File: config.mk
export PLATFORM = sky130hd
export DESIGN_NAME = shift_operand_stage
export DESIGN_NICKNAME = d
export VERILOG_FILES = /design/src/rtl/shift_operand_stage_pkg.sv /design/src/rtl/shift_operand_stage_fwd_mux.sv /design/src/rtl/shift_operand_stage.sv
export SDC_FILE = /design/constraint.sdc
export NUM_CORES = 1
export LEC_CHECK = 0
export ABC_CLOCK_PERIOD_IN_PS = 3900
export CAP_MARGIN = 20
export CORE_ASPECT_RATIO = 1.75
export CORE_UTILIZATION = 30
export CTS_CLUSTER_SIZE = 10
export DETAILED_ROUTE_END_ITERATION = 10
export GPL_TIMING_DRIVEN = 0
export HOLD_SLACK_MARGIN = 0.06
export PLACE_DENSITY = 0.62
export SYNTH_ARGS = -nofsm -noshare
export SYNTH_HDL_FRONTEND = slang
export SYNTH_SLANG_ARGS = --single-unit
File: constraint.sdc
create_clock -name clk -period 3.9 [get_ports clk]
set_clock_uncertainty 0.05 [all_clocks]
set_input_delay 0.78 -clock clk [delete_from_list [all_inputs] [get_ports clk]]
set_output_delay 0.78 -clock clk [all_outputs]
set_load 0.005 [all_outputs]
File: src/rtl/shift_operand_stage_pkg.sv
// Shared definitions for the shift operand stage.
// Holds the shift opcode encoding driven on sel, the funct3 values that
// identify shift instructions, the fixed LUI shift amount, and the layout
// of one buffered FIFO entry.
package shift_operand_stage_pkg;

  // Shift opcode encoding seen by the downstream shifter
  localparam logic [1:0] SHIFT_SRL = 2'b00;
  localparam logic [1:0] SHIFT_SLL = 2'b01;
  localparam logic [1:0] SHIFT_SRA = 2'b10;
  localparam logic [1:0] SHIFT_LUI = 2'b11;

  // funct3 values of the shift instruction group
  localparam logic [2:0] FUNCT3_SLL = 3'b001;
  localparam logic [2:0] FUNCT3_SR  = 3'b101;

  // LUI is realised as the immediate shifted by a fixed amount
  localparam int LUI_AMT = 12;

  // One buffered operation, exactly what the downstream port presents
  typedef struct packed {
    logic [1:0]  sel;
    logic [31:0] immrs1;
    logic [5:0]  immrs2;
    logic        zero_amt;
    logic [4:0]  rd;
  } shift_entry_t;

endpackage

File: src/rtl/shift_operand_stage_fwd_mux.sv
// Operand forwarding mux for one source register.
// Ports:
//   addr        source register index being read
//   reg_data    value read from the register file
//   mem_en/rd/data  result currently in the MEM stage
//   wb_en/rd/data   result currently in the WB stage
//   data        resolved operand value
// MEM is the younger result and wins over WB; x0 always reads the register
// file value because it can never hold a written result.
module fwd_mux (
  input  logic [4:0]  addr,
  input  logic [31:0] reg_data,
  input  logic        mem_en,
  input  logic [4:0]  mem_rd,
  input  logic [31:0] mem_data,
  input  logic        wb_en,
  input  logic [4:0]  wb_rd,
  input  logic [31:0] wb_data,
  output logic [31:0] data
);

  logic hit_mem;
  logic hit_wb;

  assign hit_mem = mem_en && (mem_rd == addr) && (addr != 5'd0);
  assign hit_wb  = wb_en  && (wb_rd  == addr) && (addr != 5'd0);

  // Priority select: youngest matching producer first
  always_comb begin
    data = reg_data;
    if (hit_mem) begin
      data = mem_data;
    end else if (hit_wb) begin
      data = wb_data;
    end
  end

endmodule

File: src/rtl/shift_operand_stage.sv
// Shift operand stage: decodes a shift/LUI request, resolves its source
// operands through MEM/WB forwarding, forms the value and amount to shift,
// and buffers the result in a 2-entry skid FIFO toward the shifter.
// Ports:
//   clk, rst_n                  clock, asynchronous active-low reset
//   in_valid/in_ready           upstream handshake (in_ready is registered)
//   funct3, funct7b5, is_imm, is_lui   instruction decode fields
//   rs1_addr/rs2_addr, rs1_data/rs2_data, imm, rd_in   operands and tag
//   fwd_mem_*, fwd_wb_*         forwarding sources
//   out_valid/out_ready         downstream handshake
//   sel, immrs1, immrs2, zero_amt, rd_out   head FIFO entry
//   flush                       drops everything buffered and in flight
//   illegal                     one-cycle pulse for a dropped non-shift request
module shift_operand_stage #(
  parameter int SHAMT_W = 5
) (
  input  logic        clk,
  input  logic        rst_n,
  input  logic        in_valid,
  output logic        in_ready,
  input  logic [2:0]  funct3,
  input  logic        funct7b5,
  input  logic        is_imm,
  input  logic        is_lui,
  input  logic [4:0]  rs1_addr,
  input  logic [4:0]  rs2_addr,
  input  logic [31:0] rs1_data,
  input  logic [31:0] rs2_data,
  input  logic [31:0] imm,
  input  logic [4:0]  rd_in,
  input  logic        fwd_mem_en,
  input  logic [4:0]  fwd_mem_rd,
  input  logic [31:0] fwd_mem_data,
  input  logic        fwd_wb_en,
  input  logic [4:0]  fwd_wb_rd,
  input  logic [31:0] fwd_wb_data,
  output logic        out_valid,
  input  logic        out_ready,
  output logic [1:0]  sel,
  output logic [31:0] immrs1,
  output logic [5:0]  immrs2,
  output logic        zero_amt,
  output logic [4:0]  rd_out,
  input  logic        flush,
  output logic        illegal
);

  import shift_operand_stage_pkg::*;

  logic [31:0]        rs1_res;
  logic [31:0]        rs2_res;
  logic               legal;
  logic [SHAMT_W-1:0] amount;
  shift_entry_t       new_entry;

  shift_entry_t       mem [2];
  logic               wr_ptr;
  logic               rd_ptr;
  logic [1:0]         count;
  logic [1:0]         count_next;
  logic               in_ready_q;
  logic               illegal_q;
  logic               accept;
  logic               push;
  logic               pop;

  // Only the low shift-amount bits of rs2 matter to a shift
  logic unused_rs2_hi;
  assign unused_rs2_hi = ^rs2_res[31:SHAMT_W];

  fwd_mux u_fwd_rs1 (
    .addr     (rs1_addr),
    .reg_data (rs1_data),
    .mem_en   (fwd_mem_en),
    .mem_rd   (fwd_mem_rd),
    .mem_data (fwd_mem_data),
    .wb_en    (fwd_wb_en),
    .wb_rd    (fwd_wb_rd),
    .wb_data  (fwd_wb_data),
    .data     (rs1_res)
  );

  fwd_mux u_fwd_rs2 (
    .addr     (rs2_addr),
    .reg_data (rs2_data),
    .mem_en   (fwd_mem_en),
    .mem_rd   (fwd_mem_rd),
    .mem_data (fwd_mem_data),
    .wb_en    (fwd_wb_en),
    .wb_rd    (fwd_wb_rd),
    .wb_data  (fwd_wb_data),
    .data     (rs2_res)
  );

  // Decode the request into an entry. LUI overrides funct3 and becomes
  // "imm shifted by a fixed 12"; anything that is neither LUI nor a shift
  // funct3 is flagged illegal and never reaches the FIFO.
  always_comb begin
    legal              = 1'b1;
    amount             = is_imm ? imm[SHAMT_W-1:0] : rs2_res[SHAMT_W-1:0];
    new_entry.sel      = SHIFT_SRL;
    new_entry.immrs1   = rs1_res;
    if (is_lui) begin
      new_entry.sel    = SHIFT_LUI;
      new_entry.immrs1 = imm;
      amount           = SHAMT_W'(LUI_AMT);
    end else if (funct3 == FUNCT3_SLL) begin
      new_entry.sel    = SHIFT_SLL;
    end else if (funct3 == FUNCT3_SR) begin
      new_entry.sel    = funct7b5 ? SHIFT_SRA : SHIFT_SRL;
    end else begin
      legal            = 1'b0;
    end
    new_entry.immrs2   = 6'(amount);
    // The shifter cannot shift by zero, so a zero amount is flagged for bypass
    new_entry.zero_amt = (new_entry.immrs2 == 6'd0);
    new_entry.rd       = rd_in;
  end

  assign accept = in_valid && in_ready_q;
  assign push   = accept && legal && !flush;
  assign pop    = out_valid && out_ready && !flush;

  // Occupancy update; flush wins over any simultaneous push or pop
  always_comb begin
    count_next = count;
    if (flush) begin
      count_next = 2'd0;
    end else if (push && !pop) begin
      count_next = count + 2'd1;
    end else if (pop && !push) begin
      count_next = count - 2'd1;
    end
  end

  // FIFO storage, 1-bit pointers that wrap naturally, registered in_ready
  // derived from next occupancy so it is valid the cycle after any change.
  always_ff @(posedge clk or negedge rst_n) begin
    if (!rst_n) begin
      mem[0]     <= '0;
      mem[1]     <= '0;
      wr_ptr     <= 1'b0;
      rd_ptr     <= 1'b0;
      count      <= 2'd0;
      in_ready_q <= 1'b0;
      illegal_q  <= 1'b0;
    end else begin
      illegal_q  <= accept && !legal;
      count      <= count_next;
      in_ready_q <= (count_next != 2'd2);
      if (flush) begin
        wr_ptr <= 1'b0;
        rd_ptr <= 1'b0;
      end else begin
        if (push) begin
          mem[wr_ptr] <= new_entry;
          wr_ptr      <= wr_ptr + 1'b1;
        end
        if (pop) begin
          rd_ptr <= rd_ptr + 1'b1;
        end
      end
    end
  end

  assign in_ready  = in_ready_q;
  assign illegal   = illegal_q;
  assign out_valid = (count != 2'd0);
  assign sel       = mem[rd_ptr].sel;
  assign immrs1    = mem[rd_ptr].immrs1;
  assign immrs2    = mem[rd_ptr].immrs2;
  assign zero_amt  = mem[rd_ptr].zero_amt;
  assign rd_out    = mem[rd_ptr].rd;

endmodule
==> impl_results.rst <==
.. list-table::
   :header-rows: 1

   * - Metric
     - Value
   * - Status
     - finished, final reports clean
   * - Reg power frac
     - 0.369
   * - Clk pin slew, worst setup/hold paths
     - roughly 0.070 ns
   * - Worst min-delay path category
     - primary input to async pin
   * - Clock latency on the worst-skew pair
     - 0.34 ns
   * - Switching power total
     - 1.36 mW
   * - Growth of design area from synthesis to finish
     - 51.0%
   * - Part of the Yosys area used for sequential elements
     - 0.442
   * - Slew Limit Fails
     - 0
   * - Routed WL per cell
     - between 15 and 20 um
   * - Die outline area
     - 0.0187 sq mm
   * - Routability cong.
     - roughly 0.87
   * - Placed Area
     - 0.00792 sq mm
   * - Delay of the slowest cell on the worst path
     - approximately 0.60 ns
   * - Most frequent standard cell in the layout excluding fill and tap cells
     - clkdlybuf4s50_1
   * - Final setup violation count
     - 0
   * - Share of layout cells above drive strength 1
     - 0.0977
   * - Most common cell on crit path
     - clkbuf_1
   * - Count of buffers from port buffering
     - 217
   * - Antenna Nets Post-Route
     - 0
   * - Post-synthesis instance total
     - ~600
   * - Endpoint required time on the critical path
     - 3.07 ns
   * - Max-cap violation count
     - 0
   * - Vias in the first global route
     - 5374
   * - Unrepaired setup endpoints after global routing
     - false
   * - Synthesized net count
     - 794
   * - Gates resized, CTS repair
     - 0
   * - Actual transition at the worst max-transition pin
     - between 0.7 and 0.8 ns
   * - Total negative setup slack
     - 0 ns
   * - Type of the setup path with the least slack
     - flop to output pin
   * - Pin count of the biggest net entering global routing
     - 62
   * - Internal power
     - around 3.0 mW
   * - IO Pins
     - approximately 250
   * - Maximum operating frequency
     - 0.292 GHz
   * - Detailed-placement wirelength estimate
     - 14.9 mm
   * - Arr. time, crit path
     - 2.60 ns
   * - Top fanout value on the critical path
     - 10
   * - Leakage dissipation
     - 3.30 nW
   * - Antenna violations before repair
     - 1
   * - Root buffer cell
     - clkbuf_16
   * - Width of the chip
     - 104 um
   * - Clock tree from TritonCTS
     - yes
   * - Number of H-tree levels
     - 3
   * - Power after layout
     - 4.35 mW
   * - Final critical-path required period
     - about 3.4 ns
   * - Switching power share of the total
     - 0.312
   * - Overflow left after global routing
     - 0
   * - Syn Area/Cell
     - about 9.1 sq um
   * - Number of buffers inserted by post-CTS setup repair
     - 0
   * - Largest voltage drop on the vdd net
     - 0.230 mV
   * - Via count
     - between 5000 and 6000
   * - Clock share of power
     - 0.194
   * - Global-route wire length before repair
     - 29.6 mm
   * - Worst-case clock buffer depth
     - 2
   * - Slew headroom
     - 0.507
   * - Slowest stage cell, crit path
     - clkbuf_1
   * - Post-Layout Inst Area
     - slightly above 0.008 sq mm
   * - Number of different library cells in the post-synthesis netlist
     - 42
   * - Initial DRC Count
     - 92
   * - WHS
     - 0.358 ns
   * - Die Height
     - 180 um
   * - Final period util
     - 0.879
   * - Effective utilization at floorplan
     - 0.308
   * - Vias per cell
     - approximately 5
   * - Pwr per Cell Area
     - 530 mW/mm^2
   * - Type of destination of the critical path
     - output pin
   * - Total wire length
     - 18.9 mm
   * - Net count reported at finish
     - just over 1000
   * - CTS sink cnt
     - 96
   * - Kind of start point of the critical path
     - flop
   * - Row count
     - 64
   * - Number of iterations in the first detailed-routing pass
     - 4
   * - Post-route DRC
     - 0
   * - Post-cts hold buffer count
     - 0
   * - Floorplan core area
     - 0.0176 sq mm
   * - Total clock buffers created by CTS
     - 9
   * - Fin. Hold Viols
     - 0
   * - Most frequent cells in the layout
     - clkdlybuf4s50_1 (216), nand2_1 (102), dfrtp_1 (96)
   * - Portion of total power attributed to combinational logic
     - 0.437
   * - Chain of cells forming the critical path
     - clkbuf_1, clkbuf_1, mux2_2, clkdlybuf4s50_1
   * - Global-route usage over all layers
     - 0.206
   * - Area of the mapped netlist
     - 0.00543 sq mm
   * - Count of synthesis-stage warnings from yosys
     - 0
   * - Post-synthesis sequential element count
     - 96
==> through the flow <==
| stage | std cells | util | setup WS [ns] |
|---|---|---|---|
| 5_1_grt | 1060 | 0.465 | 0.281 |
| 3_3_place_gp | 1043 | 0.448 | -1.66 |
| 4_1_cts | 1060 | 0.465 | 0.375 |
| 3_5_place_dp | 1044 | 0.450 | 0.0869 |
| 2_1_floorplan | 595 | - | 1.29 |
| 6_report | 1061 | 0.466 | 0.473 |
==> layout make-up <==
cell class | instances | area, sq um
Clock inverter | 6 | 42.5
Inverter | 12 | 45.0
Buffer | 44 | 180
Timing Repair Buffer | 218 | 2200
Sequential cell | 96 | 2400
Tap cell | 231 | 289
Multi-Input combinational cell | 443 | 2810
Fill cell | 1749 | 9410
Clock buffer | 10 | 239
Antenna cell | 1 | 2.50
==> layer usage <==
metal / vias to the layer above / wire length, um / GRT usage
met4: 0 / 520 / 0.0726
met5: - / 0 / 0
met1: 2484 / 7070 / 0.216
met2: 164 / 10400 / 0.399
li1: 2555 / - / -
met3: 22 / 868 / 0.0434
==> worst max-delay path, delay by kind of cell, from the launching register on <==
kind / cells / cell delay (ns)
buffers and inverters: 3 / 1.54
DFF: 1 / 0.32
muxes: 1 / 0.40
==> cell families after synthesis <==
kind of cell	after synthesis	share of synthesized area
compound gates	171	0.188
simple gates	164	0.123
flops	96	0.442
mux	84	0.167
buf+inv	56	0.0415
xor+xnor	22	0.0355
fa+ha+maj	1	0.00230
other cells	1	0.000690
==> sequential cells by signal, indices dropped and copies added (netlist names) <==
name      count
wr_ptr        1
illegal       1
rd_ptr        1
in_ready      1
count         2
mem          90
==> power by group through the flow <==
stage,sequential (mW),clock (mW),combinational (mW)
3_3_place_gp,1.61,0,1.90
6_report,1.60,0.844,1.90
4_1_cts,1.61,0.865,1.93
5_1_grt,1.66,0.908,2.09
2_1_floorplan,1.57,0,0.902
3_5_place_dp,1.63,0,1.92
==> final timing paths <==
| check | from | endpoint | slack [ns] | cells after the start |
|---|---|---|---|---|
| worst max register to register | in_ready$_DFF_PN0_ | mem[12]$_DFFE_PN0P_ | 1.52 | 8 |
| min in group clk | mem[5]$_DFFE_PN0P_ | mem[5]$_DFFE_PN0P_ | 0.42 | 2 |
| max in group asynchronous | rst_n | mem[51]$_DFFE_PN0P_ | 2.76 | 2 |
| worst max-delay path | rd_ptr$_DFFE_PN0P_ | immrs1[18] | 0.47 | 4 |
| worst min-delay path | rst_n | mem[31]$_DFFE_PN0P_ | 0.36 | 1 |
| worst min register to register | mem[5]$_DFFE_PN0P_ | mem[5]$_DFFE_PN0P_ | 0.42 | 2 |
==> Yosys cell counts (all sizes together) <==
| library cell | instances | area share |
|---|---|---|
| xnor2 | 18 | 0.029 |
| mux2i | 32 | 0.059 |
| dfrtp | 96 | 0.44 |
| o21a | 1 | 0.0014 |
| and2 | 1 | 0.0012 |
| or2 | 1 | 0.0012 |
| nor3b | 2 | 0.0028 |
| buf | 8 | 0.0083 |
| o41ai | 1 | 0.0016 |
| nor4 | 1 | 0.0012 |
| xor2 | 4 | 0.0064 |
| ha | 1 | 0.0023 |
| or3 | 2 | 0.0023 |
| nand4 | 2 | 0.0023 |
| a221oi | 2 | 0.0055 |
| o21bai | 1 | 0.0014 |
| a21oi | 38 | 0.035 |
| nand3b | 1 | 0.0014 |
| o31ai | 2 | 0.0028 |
| o211ai | 4 | 0.0064 |
| nor3 | 6 | 0.0055 |
| nand3 | 3 | 0.0028 |
| a32oi | 1 | 0.0016 |
| nor2b | 2 | 0.0023 |
| conb | 1 | 0.00069 |
| clkbuf | 36 | 0.025 |
| o2111ai | 1 | 0.0028 |
| a32o | 2 | 0.0037 |
| inv | 12 | 0.0083 |
| a31oi | 1 | 0.0012 |
| nor2 | 40 | 0.028 |
| o21ai | 82 | 0.076 |
| a211oi | 35 | 0.049 |
| nand2 | 102 | 0.070 |
| or4 | 1 | 0.0021 |
| mux2 | 52 | 0.11 |
(Power assumes the default switching activity.)
